### config.mk
export PLATFORM = sky130hd
export DESIGN_NAME = ifft_twiddle_mult
export DESIGN_NICKNAME = d
export VERILOG_FILES = /design/src/rtl/ifft_twiddle_mult.sv
export SDC_FILE = /design/constraint.sdc
export NUM_CORES = 2
export LEC_CHECK = 0
export BUFFER_PORTS_ARGS = -buffer_cell sky130_fd_sc_hd__clkbuf_2
export CAP_MARGIN = 20
export CELL_PAD_IN_SITES_DETAIL_PLACEMENT = 1
export CELL_PAD_IN_SITES_GLOBAL_PLACEMENT = 1
export CORE_AREA = 2 2 303 305
export CTS_CLUSTER_DIAMETER = 40
export DETAILED_ROUTE_END_ITERATION = 7
export DIE_AREA = 0 0 305 307
export PLACE_DENSITY_LB_ADDON = 0.1
export SLEW_MARGIN = 15
export SYNTH_ARGS = -nofsm -noshare
export SYNTH_HDL_FRONTEND = slang
export SYNTH_SLANG_ARGS = --single-unit
### constraint.sdc
create_clock -name clk -period 11.88 [get_ports clk]
set_input_delay 1.782 -clock clk [delete_from_list [all_inputs] [get_ports clk]]
set_output_delay 1.782 -clock clk [all_outputs]
set_load 0.005 [all_outputs]
### src/rtl/ifft_twiddle_mult.sv
// rtl/ifft_twiddle_mult.sv - complex sample x twiddle multiplier, 3-stage pipeline
//
// Multiplies a signed complex sample by a twiddle factor fetched from an
// external synchronous-read ROM pair, then rounds half-up, saturates and
// presents the result. One global enable stalls the whole pipe on backpressure.
//
// Ports:
//   clk, rst_n                 clock (rising edge), asynchronous active-low reset
//   in_valid / in_ready        input handshake; in_ready is the pipeline enable
//   in_re, in_im               signed complex sample (DW bits each)
//   in_k                       twiddle ROM index for this sample
//   rom_addr                   address to the twiddle ROMs (1-cycle read latency)
//   rom_re_data, rom_im_data   signed twiddle from the ROMs (Q FRAC)
//   out_valid / out_ready      output handshake
//   out_re, out_im             signed rounded and saturated product
//   sat_flag                   sticky saturation indicator
//   sat_clr                    synchronous clear of sat_flag (a new saturation wins)

module ifft_twiddle_mult #(
    parameter int DW   = 16,
    parameter int FRAC = 8
) (
    input  logic                 clk,
    input  logic                 rst_n,
    input  logic                 in_valid,
    output logic                 in_ready,
    input  logic signed [DW-1:0] in_re,
    input  logic signed [DW-1:0] in_im,
    input  logic        [4:0]    in_k,
    output logic        [4:0]    rom_addr,
    input  logic signed [DW-1:0] rom_re_data,
    input  logic signed [DW-1:0] rom_im_data,
    output logic                 out_valid,
    input  logic                 out_ready,
    output logic signed [DW-1:0] out_re,
    output logic signed [DW-1:0] out_im,
    output logic                 sat_flag,
    input  logic                 sat_clr
);

    localparam int PW = 2 * DW;      // full-precision product width
    localparam int SW = 2 * DW + 1;  // sum width, one guard bit over a product

    localparam logic signed [SW-1:0] RND     = SW'(1) << (FRAC - 1);
    localparam logic signed [SW-1:0] SAT_MAX = {{(DW + 2){1'b0}}, {(DW - 1){1'b1}}};
    localparam logic signed [SW-1:0] SAT_MIN = {{(DW + 2){1'b1}}, {(DW - 1){1'b0}}};
    localparam logic signed [DW-1:0] OUT_MAX = {1'b0, {(DW - 1){1'b1}}};
    localparam logic signed [DW-1:0] OUT_MIN = {1'b1, {(DW - 1){1'b0}}};

    logic                 en;

    // S1: sample held while the ROM read for its index is in flight
    logic                 s1_valid;
    logic signed [DW-1:0] s1_re;
    logic signed [DW-1:0] s1_im;
    logic        [4:0]    s1_k;

    // S2: the four full-precision partial products
    logic                 s2_valid;
    logic signed [PW-1:0] s2_ac;
    logic signed [PW-1:0] s2_bd;
    logic signed [PW-1:0] s2_ad;
    logic signed [PW-1:0] s2_bc;

    // S3 input: sums, rounding and saturation
    logic signed [SW-1:0] sum_re;
    logic signed [SW-1:0] sum_im;
    logic signed [SW-1:0] sh_re;
    logic signed [SW-1:0] sh_im;
    logic                 sat_re;
    logic                 sat_im;
    logic signed [DW-1:0] res_re;
    logic signed [DW-1:0] res_im;

    // The output register is the only place a result can wait, so one
    // enable freezes every stage whenever it is occupied and not taken.
    assign en       = !out_valid || out_ready;
    assign in_ready = en;

    // While stalled, keep re-reading the index of the sample parked in S1 so
    // the ROM output still belongs to it when the pipe restarts.
    assign rom_addr = en ? in_k : s1_k;

    always_comb begin
        sum_re = SW'(s2_ac) - SW'(s2_bd);
        sum_im = SW'(s2_ad) + SW'(s2_bc);
        sh_re  = (sum_re + RND) >>> FRAC;
        sh_im  = (sum_im + RND) >>> FRAC;
        sat_re = (sh_re > SAT_MAX) || (sh_re < SAT_MIN);
        sat_im = (sh_im > SAT_MAX) || (sh_im < SAT_MIN);

        if (sh_re > SAT_MAX) begin
            res_re = OUT_MAX;
        end else if (sh_re < SAT_MIN) begin
            res_re = OUT_MIN;
        end else begin
            res_re = sh_re[DW-1:0];
        end

        if (sh_im > SAT_MAX) begin
            res_im = OUT_MAX;
        end else if (sh_im < SAT_MIN) begin
            res_im = OUT_MIN;
        end else begin
            res_im = sh_im[DW-1:0];
        end
    end

    always_ff @(posedge clk or negedge rst_n) begin
        if (!rst_n) begin
            s1_valid  <= 1'b0;
            s1_re     <= '0;
            s1_im     <= '0;
            s1_k      <= '0;
            s2_valid  <= 1'b0;
            s2_ac     <= '0;
            s2_bd     <= '0;
            s2_ad     <= '0;
            s2_bc     <= '0;
            out_valid <= 1'b0;
            out_re    <= '0;
            out_im    <= '0;
            sat_flag  <= 1'b0;
        end else begin
            if (en) begin
                // in_ready equals en here, so in_valid alone marks acceptance;
                // a low in_valid becomes a bubble that rides down the pipe.
                s1_valid  <= in_valid;
                s1_re     <= in_re;
                s1_im     <= in_im;
                s1_k      <= in_k;

                s2_valid  <= s1_valid;
                s2_ac     <= PW'(s1_re) * PW'(rom_re_data);
                s2_bd     <= PW'(s1_im) * PW'(rom_im_data);
                s2_ad     <= PW'(s1_re) * PW'(rom_im_data);
                s2_bc     <= PW'(s1_im) * PW'(rom_re_data);

                out_valid <= s2_valid;
                out_re    <= res_re;
                out_im    <= res_im;
            end

            // Bubbles carry stale data and must not raise the flag.
            if (en && s2_valid && (sat_re || sat_im)) begin
                sat_flag <= 1'b1;
            end else if (sat_clr) begin
                sat_flag <= 1'b0;
            end
        end
    end

endmodule
Word-level counts from Yosys, hierarchy flattened
Index checks and enable logic that the tools add are counted.
W data, S select, Z words.
{"block": "word_totals", "word_cells": 40, "output_inout_bits": 40, "ff_bits": 201, "inputBits": 74}
{"block": "op_classes", "n_lt_le_gt_ge": 4, "mux": 7, "n_reduce_logical": 8, "mul": 4, "n_addsub": 4}
{"operator": "$mul A16 B16 Y32", "count": 4}
{"operator": "$add A33 B9 Y33 const B", "count": 2}
{"operator": "$mux W16", "count": 4}
{"operator": "$gt A25 B16 Y1 const B", "count": 2}
{"operator": "$lt A25 B16 Y1 const B", "count": 2}
{"operator": "$add A32 B32 Y33", "count": 1}
{"operator": "$sub A32 B32 Y33", "count": 1}
{"operator": "$mux W5", "count": 1}
{"operator": "$logic_or A1 B1 Y1", "count": 4}
{"operator": "$logic_and A1 B1 Y1", "count": 2}
{"operator": "$mux W1", "count": 2}
{"operator": "$reduce_bool A2 Y1", "count": 1}
{"operator": "$logic_not A1 Y1", "count": 1}

Longest topological paths before layout
{"block": "depth", "depth_word": 7, "depth_mapped": 28, "ltp_nobuf": 27}

Least setup slack after synthesis
No wires, ideal clock.
{"block": "synth_timing", "kind": "input -> register", "startpoint": "in rom_re_data[1]", "endpoint": "reg s2_ac[31]", "cell_stages": 25, "t_arrival_ns": 7.793, "path_slack_ns": 3.951, "path_cell_list": "clkbuf_1 -> nand2_1 -> fa_1 -> fa_1 -> fa_1 -> inv_1 -> fa_1 -> fa_1 -> inv_1 -> fa_1 -> inv_1 -> ha_1 -> buf_6 -> a21o_1 -> a21o_1 -> a21o_1 -> a21o_1 -> a21o_1 -> a22oi_2 -> a21oi_2 -> a41o_1 -> or4_1 -> a31oi_1 -> xnor2_1 -> a21oi_1"}
{"block": "synth_between", "elab_chain_cells": 1}
{"item": "from (decl)", "line_no": "31", "rtl": "input logic signed [DW-1:0] rom_re_data,"}
{"item": "$mul A16 B16 Y32", "line_no": "134", "rtl": "s2_ac <= PW'(s1_re) * PW'(rom_re_data);"}
{"item": "to (signal assigned)", "line_no": "134"}
{"item": "to (decl)", "line_no": "60", "rtl": "logic signed [PW-1:0] s2_ac;"}
No other way between the ends.
A chain may end at the register's enable or synchronous reset.

Final worst setup path
{"block": "layout_timing", "startpoint": "in rom_re_data[15]", "endpoint": "reg s2_ac[28]"}
Same word-level chain as after synthesis.

==> results.cfg <==
[run_status]
outcome = completed

[synth]
yosysWarnings = 0
synth_fa_ha_area_frac = 0.5300
synth_compound_area_frac = 0.07035
synth-seq-cells = 201
ys_types = 78
syn_area_per_cell_um2 = 9.026
synth-edff-count = 0
yosys_most_used_dff = dfrtp_1
synthXorXnorAreaFrac = 0.03122
synth_top_area_share = 0.4178
seq_area_frac_synth = 0.1002
yosys-top-cells-area = fa_1 42%, ha_1 11%, dfrtp_1 10%, inv_1 9.0%, and2_1 6.1%
synth_simple_gate_area_share = 0.1583
async_flop_share = 1.000
synth_top_family_by_area = adder cells
syn_inst = 5563
syn-cell-area_mm2 = 0.05021
synth_mux_area_frac = 0.0008722
synth.net_count = 7135
synth_area_leader_cell = fa_1

[clock_tree]
cts_buffers = 50
cts_tree = yes
cts_root_buf = clkbuf_16
clk_pin_slew_ns = 0.04
postCtsSetupBuffers = 0
ctsHoldBuffers = 0
cts_resized = 0
ctsHtreeMaxLevel = 2
cts_num_sinks = 201
worst_skew_pair.late_latency_ns = 0.62
clk_path_buf_depth = 3

[timing]
slew_viol_final = 0
fin_crit_ns = 8.579
hold_violations = 0
tightest_slew_ns = 1.204
rsz0062_at_grt = false
setup_violations = 0
relSlewSlack = 0.1916
max_freq_mhz = 116.6
fin_tns_setup_ns = 0
fin_worst_skew_ns = 0.01639
min_period_over_period = 0.7221

[finish]
final_cells = 6768
nNetsFinal = 7108
drive_gt1_frac = 0.05238
fillers = 10470
syn2layout_area_growth_pct = 6.556

[floorplanning]
row_count = 111
core_mm2 = 0.09069
dieArea_mm2 = 0.09364
initial_core_util = 0.5536
die_y_um = 307
io_pins = 114
chipWidth_um = 305

[global_route]
overflow = 0
grt_pass1_vias = 43160
track_usage = 0.3244
antenna_found_initial = 10
grt_max_degree = 98
grt_pass1_wl_um = 236000

[route]
drc = 0
drt_iter0_drc = 2224
wire_per_inst_um = 21.32
drt_wl_total_um = 144300
routed_via_density = 5.568
vias = 37690
ant_nets = 0
dr.pass1.iters = 7

[hold_path]
hold_depth = 2
hold_class = reg2reg

[critical_path]
cp-end-kind = flip-flop
critPathMaxFanout = 14
rr_worst_depth = 24
crit_type = in2reg
worstSetupStartpointType = input pin
cp.required_ns = 12.38
critPathArrivalTime_ns = 9.08

[placement]
dpl.hpwl_um = 112500
globalplace.congestion = 0.8511
dpl.cell_count = 6670
portBuffers = 113

[flow_run]
cap_violations = 0
==> final cells by class <==
type,count,area [um2],share of cell area
Multi-Input combinational cell,3910,39710,0.7422
Sequential cell,201,5037,0.09415
Inverter,1204,4527,0.08461
Tap cell,1186,1484,0.02774
Clock buffer,65,1408,0.02631
Timing Repair Buffer,169,996.0,0.01862
Clock inverter,26,325.3,0.006080
Antenna cell,7,17.52,0.0003274
==> worst paths after layout <==
path | slack [ns] | endpoint | from
worst max-delay path | 3.30 | s2_ac[28] | rom_re_data[15]
worst min-delay path | 0.46 | s1_k[1] | s1_k[1]
worst max register to register | 4.26 | s2_ac[28] | s1_re[8]
worst min register to register | 0.46 | s1_k[1] | s1_k[1]
max in group asynchronous | 8.58 | s1_im[5] | rst_n
min in group asynchronous | 1.22 | s2_ac[4] | rst_n
==> critical path: stages <==
cell and delay [ns]:
clkbuf_2 0.39, clkinv_1 0.75, nor2_1 0.32, fa_1 0.47, fa_1 0.46, fa_1 0.54, fa_1 0.44, fa_1 0.49
inv_1 0.05, fa_1 0.47, inv_1 0.04, ha_1 0.35, and3_1 0.24, o211ai_1 0.11, a21oi_1 0.37, o41ai_1 0.15
buf_4 0.18, o41ai_1 0.61, a21o_1 0.25, nand2_1 0.06, a21boi_1 0.26, nor2_1 0.07, a22o_1 0.22
==> cells by family after synthesis <==
| kind of cell | count (synthesis) |
|---|---|
| AOI/OAI and AO/OA | 556 |
| xor gates and xnor gates | 179 |
| adders and majority gates | 1498 |
| buffers and inverters | 1452 |
| DFF | 201 |
| muxes | 4 |
| and+or+nand+nor | 1673 |
==> registers in the layout, indices dropped and copies added (netlist names) <==
register   flops
s2_bc         32
s2_ad         32
sat_flag       1
out_valid      1
s1_valid       1
s2_valid       1
s1_im         16
s2_bd         32
out_im        16
s1_re         16
out_re        16
s1_k           5
s2_ac         32
==> layer usage <==
| layer | track usage | vias to the layer above | part of all wire |
|---|---|---|---|
| met1 | 0.4255 | 19790 | 0.41 |
| met3 | 0.03356 | 273 | 0.051 |
| li1 | - | 16640 | - |
| met5 | 0 | - | 0.00017 |
| met2 | 0.5586 | 979 | 0.50 |
| met4 | 0.1211 | 4 | 0.041 |
==> per-stage QoR <==
step           utilization  cell area, um2  hold slack (ns)  worst slack, ns
6_report            0.5899           53500           0.4604            3.301
5_1_grt             0.5899           53500           0.4826            2.928
4_1_cts             0.5898           53490           0.4643            3.384
3_5_place_dp        0.5706           51750           0.4525            2.747
3_3_place_gp        0.5706           51750           0.4458            2.816
2_1_floorplan            -           50210           0.4300            3.951
==> Yosys cell counts, types with 10 or more instances <==
cell type  count
and2_1       487
fa_1        1048
nand2b_1      36
o21a_1        25
a21o_1        79
clkbuf_1     235
o31ai_1       10
nor2_1       201
a21oi_1      188
o21bai_1      25
a211oi_1      15
nand2_1      791
and3_1        26
or3_1         13
inv_1       1202
o21ai_1       12
ha_1         450
xor2_1        62
a31oi_1       23
nor2b_1       18
nor3_1        21
dfrtp_1      201
xnor2_1      117
nand3_1       37
o21ai_0       99
==> cell usage in the layout (no fill, tap or decap), types with 6 or more instances in the layout <==
master / Yosys / layout
a211oi_1: 15 / 15
a21o_1: 79 / 79
a21oi_1: 188 / 188
a31oi_1: 23 / 23
and2_1: 487 / 487
and3_1: 26 / 26
buf_4: 1 / 56
bufinv_16: 0 / 6
clkbuf_16: 0 / 50
clkbuf_2: 0 / 112
clkbuf_8: 0 / 10
clkinv_2: 0 / 8
clkinvlp_4: 0 / 6
dfrtp_1: 201 / 195
dfrtp_2: 0 / 6
diode_2: 0 / 7
fa_1: 1048 / 1048
ha_1: 450 / 450
inv_1: 1202 / 1202
nand2_1: 791 / 791
nand2b_1: 36 / 36
nand3_1: 37 / 37
nand4_1: 9 / 9
nor2_1: 201 / 201
nor2b_1: 18 / 17
nor3_1: 21 / 21
nor4_1: 7 / 7
o211ai_1: 9 / 9
o21a_1: 25 / 25
o21ai_0: 99 / 99
o21ai_1: 12 / 12
o21bai_1: 25 / 25
o31ai_1: 10 / 10
or2_2: 7 / 7
or3_1: 13 / 13
xnor2_1: 117 / 117
xor2_1: 62 / 62
Power is left out: the tool's default activity adds up to more than one toggle a clock period on the data nets, which glitch-free logic cannot reach.
